[src/rtl/bpsk_symbol_rx.sv]
`default_nettype none
// ============================================================================
// Module      : bpsk_symbol_rx
// Description : BPSK integrate-and-dump receiver. Finds the sync word, then
//               presents one codeword per frame on a valid/ready register.
//               Optional feature macro: RX_PARITY_EN (even-parity bit per frame).
// Revision    : 1.0 - initial release
// ============================================================================
module bpsk_symbol_rx #(
  parameter int                     SAMPLE_W  = 8,
  parameter int                     SPS       = 4,
  parameter int                     WORD_W    = 12,
  parameter int                     SYNC_LEN  = 8,
  parameter logic [SYNC_LEN-1:0]    SYNC_WORD = 8'hA5
) (
  input  logic                       clk,
  input  logic                       reset,
  input  logic signed [SAMPLE_W-1:0] sample_in,
  input  logic                       sample_valid,
  output logic        [WORD_W-1:0]   word_out,
  output logic                       word_valid,
  input  logic                       word_ready,
  output logic                       locked,
  output logic                       overflow,
  output logic                       parity_err
);

  localparam int CNT_W = $clog2(SPS);
  localparam int ACC_W = SAMPLE_W + CNT_W;
`ifdef RX_PARITY_EN
  localparam int FRAME_W = WORD_W + 1;
`else
  localparam int FRAME_W = WORD_W;
`endif
  localparam int BCNT_W = $clog2(FRAME_W + 1);

  localparam logic [0:0] HUNT    = 1'b0;
  localparam logic [0:0] PAYLOAD = 1'b1;

  logic        [CNT_W-1:0]    cnt_q, cnt_d;
  logic signed [ACC_W-1:0]    acc_q, acc_d;
  logic signed [ACC_W-1:0]    sum;
  logic                       bit_stb, bit_val;

  logic        [0:0]          state_q, state_d;
  logic        [SYNC_LEN-1:0] hist_q, hist_d, hist_next;
  logic        [FRAME_W-1:0]  shreg_q, shreg_d, frame_next;
  logic        [BCNT_W-1:0]   bcnt_q, bcnt_d;
  logic                       complete;
  logic                       par_calc;

  logic        [WORD_W-1:0]   word_q, word_d;
  logic                       valid_q, valid_d;
  logic                       ovf_q, ovf_d;
  logic                       par_q, par_d;

  // Sum includes the current sample so the decision is made on its own edge.
  assign sum        = acc_q + {{CNT_W{sample_in[SAMPLE_W-1]}}, sample_in};
  assign bit_stb    = sample_valid && (cnt_q == CNT_W'(SPS - 1));
  assign bit_val    = ~sum[ACC_W-1];
  assign hist_next  = {hist_q[SYNC_LEN-2:0], bit_val};
  assign frame_next = {shreg_q[FRAME_W-2:0], bit_val};

`ifdef RX_PARITY_EN
  assign par_calc = ^frame_next;
`else
  assign par_calc = 1'b0;
`endif

  always_comb begin
    cnt_d = cnt_q;
    acc_d = acc_q;
    if (sample_valid) begin
      if (bit_stb) begin
        cnt_d = '0;
        acc_d = '0;
      end else begin
        cnt_d = cnt_q + CNT_W'(1);
        acc_d = sum;
      end
    end
  end

  always_comb begin
    state_d  = state_q;
    hist_d   = hist_q;
    shreg_d  = shreg_q;
    bcnt_d   = bcnt_q;
    complete = 1'b0;
    if (bit_stb) begin
      case (state_q)
        HUNT: begin
          if (hist_next == SYNC_WORD) begin
            state_d = PAYLOAD;
            hist_d  = '0;
            bcnt_d  = '0;
          end else begin
            hist_d = hist_next;
          end
        end
        default: begin
          shreg_d = frame_next;
          bcnt_d  = bcnt_q + BCNT_W'(1);
          if (bcnt_q == BCNT_W'(FRAME_W - 1)) begin
            complete = 1'b1;
            state_d  = HUNT;
          end
        end
      endcase
    end
  end

  // A completed word may only replace word_out if the slot is free or
  // being drained in this very cycle; otherwise it is dropped.
  always_comb begin
    word_d  = word_q;
    valid_d = valid_q;
    ovf_d   = ovf_q;
    par_d   = par_q;
    if (complete && (!valid_q || word_ready)) begin
      word_d  = frame_next[FRAME_W-1 -: WORD_W];
      valid_d = 1'b1;
      par_d   = par_calc;
    end else begin
      if (complete) begin
        ovf_d = 1'b1;
      end
      if (valid_q && word_ready) begin
        valid_d = 1'b0;
      end
    end
  end

  always_ff @(posedge clk) begin
    if (!reset) begin
      cnt_q   <= '0;
      acc_q   <= '0;
      state_q <= HUNT;
      hist_q  <= '0;
      shreg_q <= '0;
      bcnt_q  <= '0;
      word_q  <= '0;
      valid_q <= 1'b0;
      ovf_q   <= 1'b0;
      par_q   <= 1'b0;
    end else begin
      cnt_q   <= cnt_d;
      acc_q   <= acc_d;
      state_q <= state_d;
      hist_q  <= hist_d;
      shreg_q <= shreg_d;
      bcnt_q  <= bcnt_d;
      word_q  <= word_d;
      valid_q <= valid_d;
      ovf_q   <= ovf_d;
      par_q   <= par_d;
    end
  end

  assign word_out   = word_q;
  assign word_valid = valid_q;
  assign locked     = (state_q == PAYLOAD);
  assign overflow   = ovf_q;
  assign parity_err = par_q;

endmodule
`default_nettype wire

[config.mk]
export PLATFORM = sky130hd
export DESIGN_NAME = bpsk_symbol_rx
export DESIGN_NICKNAME = d
export VERILOG_FILES = /design/src/rtl/bpsk_symbol_rx.sv
export SDC_FILE = /design/constraint.sdc
export NUM_CORES = 1
export LEC_CHECK = 0
export BUFFER_PORTS_ARGS = -buffer_cell sky130_fd_sc_hd__buf_4
export CAP_MARGIN = 20
export CORE_MARGIN = 1.5
export CORE_UTILIZATION = 55
export DETAILED_ROUTE_END_ITERATION = 12
export MAX_ROUTING_LAYER = met4
export PLACE_DENSITY = 0.75
export SYNTH_ARGS = -nofsm -noshare
export SYNTH_HDL_FRONTEND = slang
export SYNTH_SLANG_ARGS = --single-unit
[constraint.sdc]
create_clock -name clk -period 2.35 [get_ports clk]
set_input_delay 0.235 -clock clk [delete_from_list [all_inputs] [get_ports clk]]
set_output_delay 0.235 -clock clk [all_outputs]
set_load 0.005 [all_outputs]
# Yosys cells after proc, flatten, opt, wreduce, memory -nomap -nowiden
# Cells that the tools add are included.
# Widths: inputs -> output; s select.
totals:
  regBits: 49
  inputBits: 12
  out_inout_bits: 16
  word_cells: 42
classes:
  add_sub_neg: 3
  eq_ne: 3
  n_mux: 13
  n_bitwise: 3
  n_reduce_logical: 11
op_table:
  columns: ["op", "n"]
  rows:
  - ["$add 10x10->10", 1]
  - ["$mux 10", 1]
  - ["$eq 8x8->1 const B", 1]
  - ["$mux 1", 8]
  - ["$mux 4", 2]
  - ["$reduce_and 2->1", 4]
  - ["$mux 7", 1]
  - ["$add 4x1->4 const B", 1]
  - ["$eq 4x4->1 const B", 1]
  - ["$reduce_bool 2->1", 2]
  - ["$logic_and 1x1->1", 3]
  - ["$not 1->1", 3]
  - ["$add 2x1->2 const B", 1]
  - ["$eq 2x2->1 const B", 1]
  - ["$mux 2", 1]
  - ["$logic_not 1->1", 1]
  - ["$logic_or 1x1->1", 1]

# Longest topological paths before layout
logic_depth:
  depth_word: 7
  mapped_depth: 9

# Worst setup path before layout
# Ideal clock, no wire load.
synth_timing:
  path_type: "flip-flop to flip-flop"
  start: "reg acc_q[6]"
  end: "reg shreg_q[0]"
  t_arrival_ps: 1778
  t_required_ps: 2255
  path_slack_ps: 477
  stages_incl_launch_ff: 8
  n_path_buf: 0
  period_less_slack_ps: 1873
  path_cell_list: "dfxtp_1 -> ha_1 -> a21oi_1 -> o21ai_0 -> a21oi_1 -> a21boi_1 -> or4_1 -> o311ai_1"
synth_via:
  elab_chain_len: 2
synth_rtl:
  columns: ["element", "line", "rtl"]
  rows:
  - ["start: declaration", "41", "logic signed [ACC_W-1:0] acc_q, acc_d;"]
  - ["start signal: assignment", "137", "acc_q <= '0;"]
  - ["start signal: assignment", "148", "acc_q <= acc_d;"]
  - ["$add 10x10->10", "58", "assign sum = acc_q + {{CNT_W{sample_in[SAMPLE_W-1]}}, sample_in};"]
  - ["$not 1->1", "60", "assign bit_val = ~sum[ACC_W-1];"]
  - ["end signal: assignment", "151", "shreg_q <= shreg_d;"]
  - ["end: declaration", "47", "logic [FRAME_W-1:0] shreg_q, shreg_d, frame_next;"]
# Every way passes these cells.
# A chain may end at the register's enable or synchronous reset.

# Worst setup path after layout
# Same ends and word-level chain as after synthesis.

==> summary.txt <==
Run status
  • Status: finished, final reports clean

Global route
  • GRT overflow: 0
  • GRT Util Overall: 0.211
  • Initial antenna violation count: 0
  • Number of global-route vias before repair: 1920
  • Largest net degree at the start of global routing: 67
  • First-pass GRT wire length: about 8400 µm

Yosys
  • Top FF cell, synth: dfxtp_1
  • Mapped Area: 2510 µm²
  • Count of cell types in the netlist: 55
  • Area contributors post-synth: dfxtp_1 39%, nand2_1 9.0%, a21boi_0 7.8%
  • XOR/XNOR share of the synthesized area: 0.0140
  • Complex-gate fraction of the synthesized area: 0.200
  • Mapped Cells: 296
  • Post-synth EDFFs: 0
  • Synth Area in Simple Gates: 0.269
  • Synthesized net count: between 300 and 400
  • Synthesis-stage register bit count: 49
  • Sequential element share of the synthesized area: 0.391
  • Mapped Avg Cell Area: 8.48 µm²
  • Synth area leader: dfxtp_1
  • Async S/R FF share, synth: 0
  • Multiplexer share of the synthesized area: 0.0165
  • Largest family of logic cells by synthesized area: simple AND/OR/NAND/NOR gates
  • Post-synthesis adder-cell area fraction: 0.0628
  • Synth warn: 0
  • Synth top area share: 0.391

Routing
  • Post-route ant nets: 0
  • First-pass iteration count of the detailed router: 4
  • Total number of vias: 2105
  • Drt total wl: 4880 µm
  • Starting DRT DRC Count: 129
  • WL per Instance: 13.1 µm
  • DR vias/cell: 5.64
  • Remaining routing DRC violations: 0

Setup path
  • Most used cell, CP: a21oi_1
  • Slowest cell on the critical path: or4_1
  • RR Endpoint: shreg_q[0]$_SDFFE_PN0P_
  • Reg2reg path depth: 7
  • Delay-heaviest family, CP: compound AO/OA/AOI/OAI gates
  • WP data arrival: roughly 2400 ps
  • FF-to-FF setup slack: 200 ps
  • Critical path startpoint category: flip-flop
  • CP peak stage delay: 560 ps
  • CP required: 2560 ps
  • Crit-path cells: ha_1 -> a21oi_1 -> o21ai_0 -> a21oi_1 -> a21boi_1 -> or4_1 -> o311ai_1
  • Crit Path Class: flip-flop to flip-flop
  • RR Startpoint: acc_q[6]$_SDFFE_PN0P_
  • Bufs and invs on worst path: 0
  • Worst setup EP type: flip-flop
  • Maximum fanout along the worst path: 7

STA
  • Final Skew: around 8 ps
  • Final setup violation count: 0
  • RSZ-0062 raised after global routing: no
  • Fmax: between 0.4 and 0.5 GHz
  • Fin crit period: approximately 2100 ps
  • Period utilisation layout: 0.914
  • Fin Setup TNS: 0 ps
  • Max Slew Vio Count: 0
  • Rel. slew slack: 0.624
  • Slew @ Worst Pin: 564 ps
  • Worst Hold Slack: 310 ps
  • Final hold vios: 0

CTS
  • Clock latency on the worst-skew pair: 300 ps
  • Reg clk slew, reported paths: about 90 ps
  • Num CTS Buffers: 5
  • Postcts setup bufs: 0
  • CTS tree: yes
  • H-tree depth: 2
  • Post-CTS Hold Buffers: 0
  • Clock Tree Buf Depth: 2
  • Post-CTS resize count: 0
  • Sink Count: 49
  • CTS Root Cell: clkbuf_8

Floorplan
  • Chip width: 70.6 µm
  • Row count: 24
  • Initial core utilization: 0.572
  • Num ports: 28
  • Core area: 4380 µm²
  • Die height: about 71 µm
  • Die ar.: 4980 µm²

Min path
  • Hold Startpoint: sample_in[0]
  • Worst Hold Depth: 4
  • Hold Path Class: input pin to flip-flop
  • Hold Path End: acc_q[0]$_SDFFE_PN0P_

Power and ir drop
  • Leak: 1.13 nW
  • Power per Cell Area: 573 nW/µm²
  • Max VDD drop: 0.000383 V

Cells and area
  • Final non-filler cell total: between 300 and 400
  • Ant. Diodes: 0
  • Syn-to-layout area delta: 13.0%
  • Register Area: 981 µm²
  • Fill count: between 300 and 400
  • Nets: 344
  • Area taken by multi-input logic gates: 1420 µm²
  • Layout cells sized above 1: 0.159

Placement
  • DP Wirelength: 3370 µm
  • Placed cell count: approximately 370
  • Final GP Congestion: 0.817
  • # port buffers: 26

Job
  • Max-cap violations: 0
## report_power, final
| part | total (mW) | leakage, nW | internal (mW) | switching, mW |
|---|---|---|---|---|
| combinational | 0.249 | 0.685 | 0.116 | 0.134 |
| clock | 0.501 | 0.0445 | 0.212 | 0.290 |
| sequential | 0.875 | 0.397 | 0.856 | 0.0188 |
| total | 1.63 | 1.13 | 1.18 | 0.442 |
## worst max path at each step
stage | startpoint | end | slack, ps | cells after the start
after floorplan | acc_q[6]$_SDFFE_PN0P_ | shreg_q[0]$_SDFFE_PN0P_ | 480 | 7
after global placement | sample_in[6] | word_out[0]$_SDFFE_PN0P_ | 290 | 8
after detailed placement | sample_in[6] | shreg_q[0]$_SDFFE_PN0P_ | 190 | 8
after CTS | acc_q[6]$_SDFFE_PN0P_ | shreg_q[0]$_SDFFE_PN0P_ | 210 | 7
after global routing | acc_q[6]$_SDFFE_PN0P_ | shreg_q[0]$_SDFFE_PN0P_ | 40 | 7
final | acc_q[6]$_SDFFE_PN0P_ | shreg_q[0]$_SDFFE_PN0P_ | 200 | 7
## cell usage after synthesis (2+ instances only)
| library cell | number |
|---|---|
| buf_4 | 2 |
| a21oi_1 | 8 |
| nand4b_1 | 4 |
| ha_1 | 11 |
| nand3_1 | 14 |
| o311ai_1 | 2 |
| nor3_1 | 5 |
| o21ai_0 | 9 |
| a41o_1 | 5 |
| and3_1 | 3 |
| o22ai_1 | 3 |
| a21boi_0 | 26 |
| nor2b_1 | 10 |
| o211ai_1 | 2 |
| nor2_1 | 6 |
| nand4_1 | 3 |
| nand3b_1 | 5 |
| a31oi_1 | 2 |
| o311ai_0 | 2 |
| nand2b_1 | 4 |
| clkbuf_1 | 12 |
| xnor2_1 | 3 |
| a21o_1 | 2 |
| dfxtp_1 | 49 |
| nand2_1 | 60 |
| and2_1 | 3 |
| mux2i_1 | 3 |
| or4_1 | 2 |
| inv_1 | 10 |
## worst register-to-register path: cells and delay by family, from the launching register on
family | cells | cell delay [ps]
compound gates | 5 | 850
flops | 1 | 330
fa+ha+maj | 1 | 320
simple gates | 1 | 560
## stage by stage
stage          utilization  total power, mW  instance area [µm²]  setup WS (ps)
6_report             0.647             1.63                 2840            203
5_1_grt              0.647             1.71                 2840           38.2
4_1_cts              0.647             1.64                 2840            207
3_5_place_dp         0.626             1.14                 2750            191
3_3_place_gp         0.626             1.14                 2750            286
2_1_floorplan            -             1.09                 2510            477
## state kept, by name, indices dropped and copies added (netlist names)
| name | cells |
|---|---|
| acc_q | 10 |
| bcnt_q | 4 |
| cnt_q | 2 |
| hist_q | 7 |
| locked | 1 |
| overflow | 1 |
| shreg_q | 11 |
| word_out | 12 |
| word_valid | 1 |
## cells by family (layout without fill, tap and decap cells)
family	count (synthesis)	in the layout
AOI/OAI and AO/OA	70	70
xor gates and xnor gates	4	4
adders and majority gates	12	12
buffers and inverters	26	51
DFF	49	49
muxes	4	4
other	1	1
and+or+nand+nor	130	130
## metal layers
| layer | part of all wire | track usage |
|---|---|---|
| met5 | 0 | - |
| met4 | 0.0090 | 0.0650 |
| met3 | 0.038 | 0.0385 |
| met2 | 0.45 | 0.329 |
| met1 | 0.51 | 0.282 |
## cell usage in the layout, fill, tap and decap left out, types with 2 or more instances in the layout
master	instances
a21boi_0	26
a21o_1	2
a21oi_1	8
a31oi_1	2
a41o_1	5
and2_1	3
and3_1	3
buf_4	33
clkbuf_8	5
dfxtp_1	49
ha_1	11
inv_1	10
mux2i_1	3
nand2_1	60
nand2b_1	4
nand3_1	14
nand3b_1	5
nand4_1	3
nand4b_1	4
nor2_1	6
nor2b_1	10
nor3_1	5
o211ai_1	2
o21ai_0	9
o22ai_1	3
o311ai_0	2
o311ai_1	2
or4_1	2
xnor2_1	3
## area by class of cell
| class | instances | share of cell area |
|---|---|---|
| Multi-Input combinational cell | 221 | 0.499 |
| Sequential cell | 49 | 0.346 |
| Timing Repair Buffer | 33 | 0.0873 |
| Clock buffer | 5 | 0.0243 |
| Tap cell | 52 | 0.0229 |
| Inverter | 10 | 0.0132 |
| Clock inverter | 3 | 0.00750 |
(Power assumes the default switching activity.)
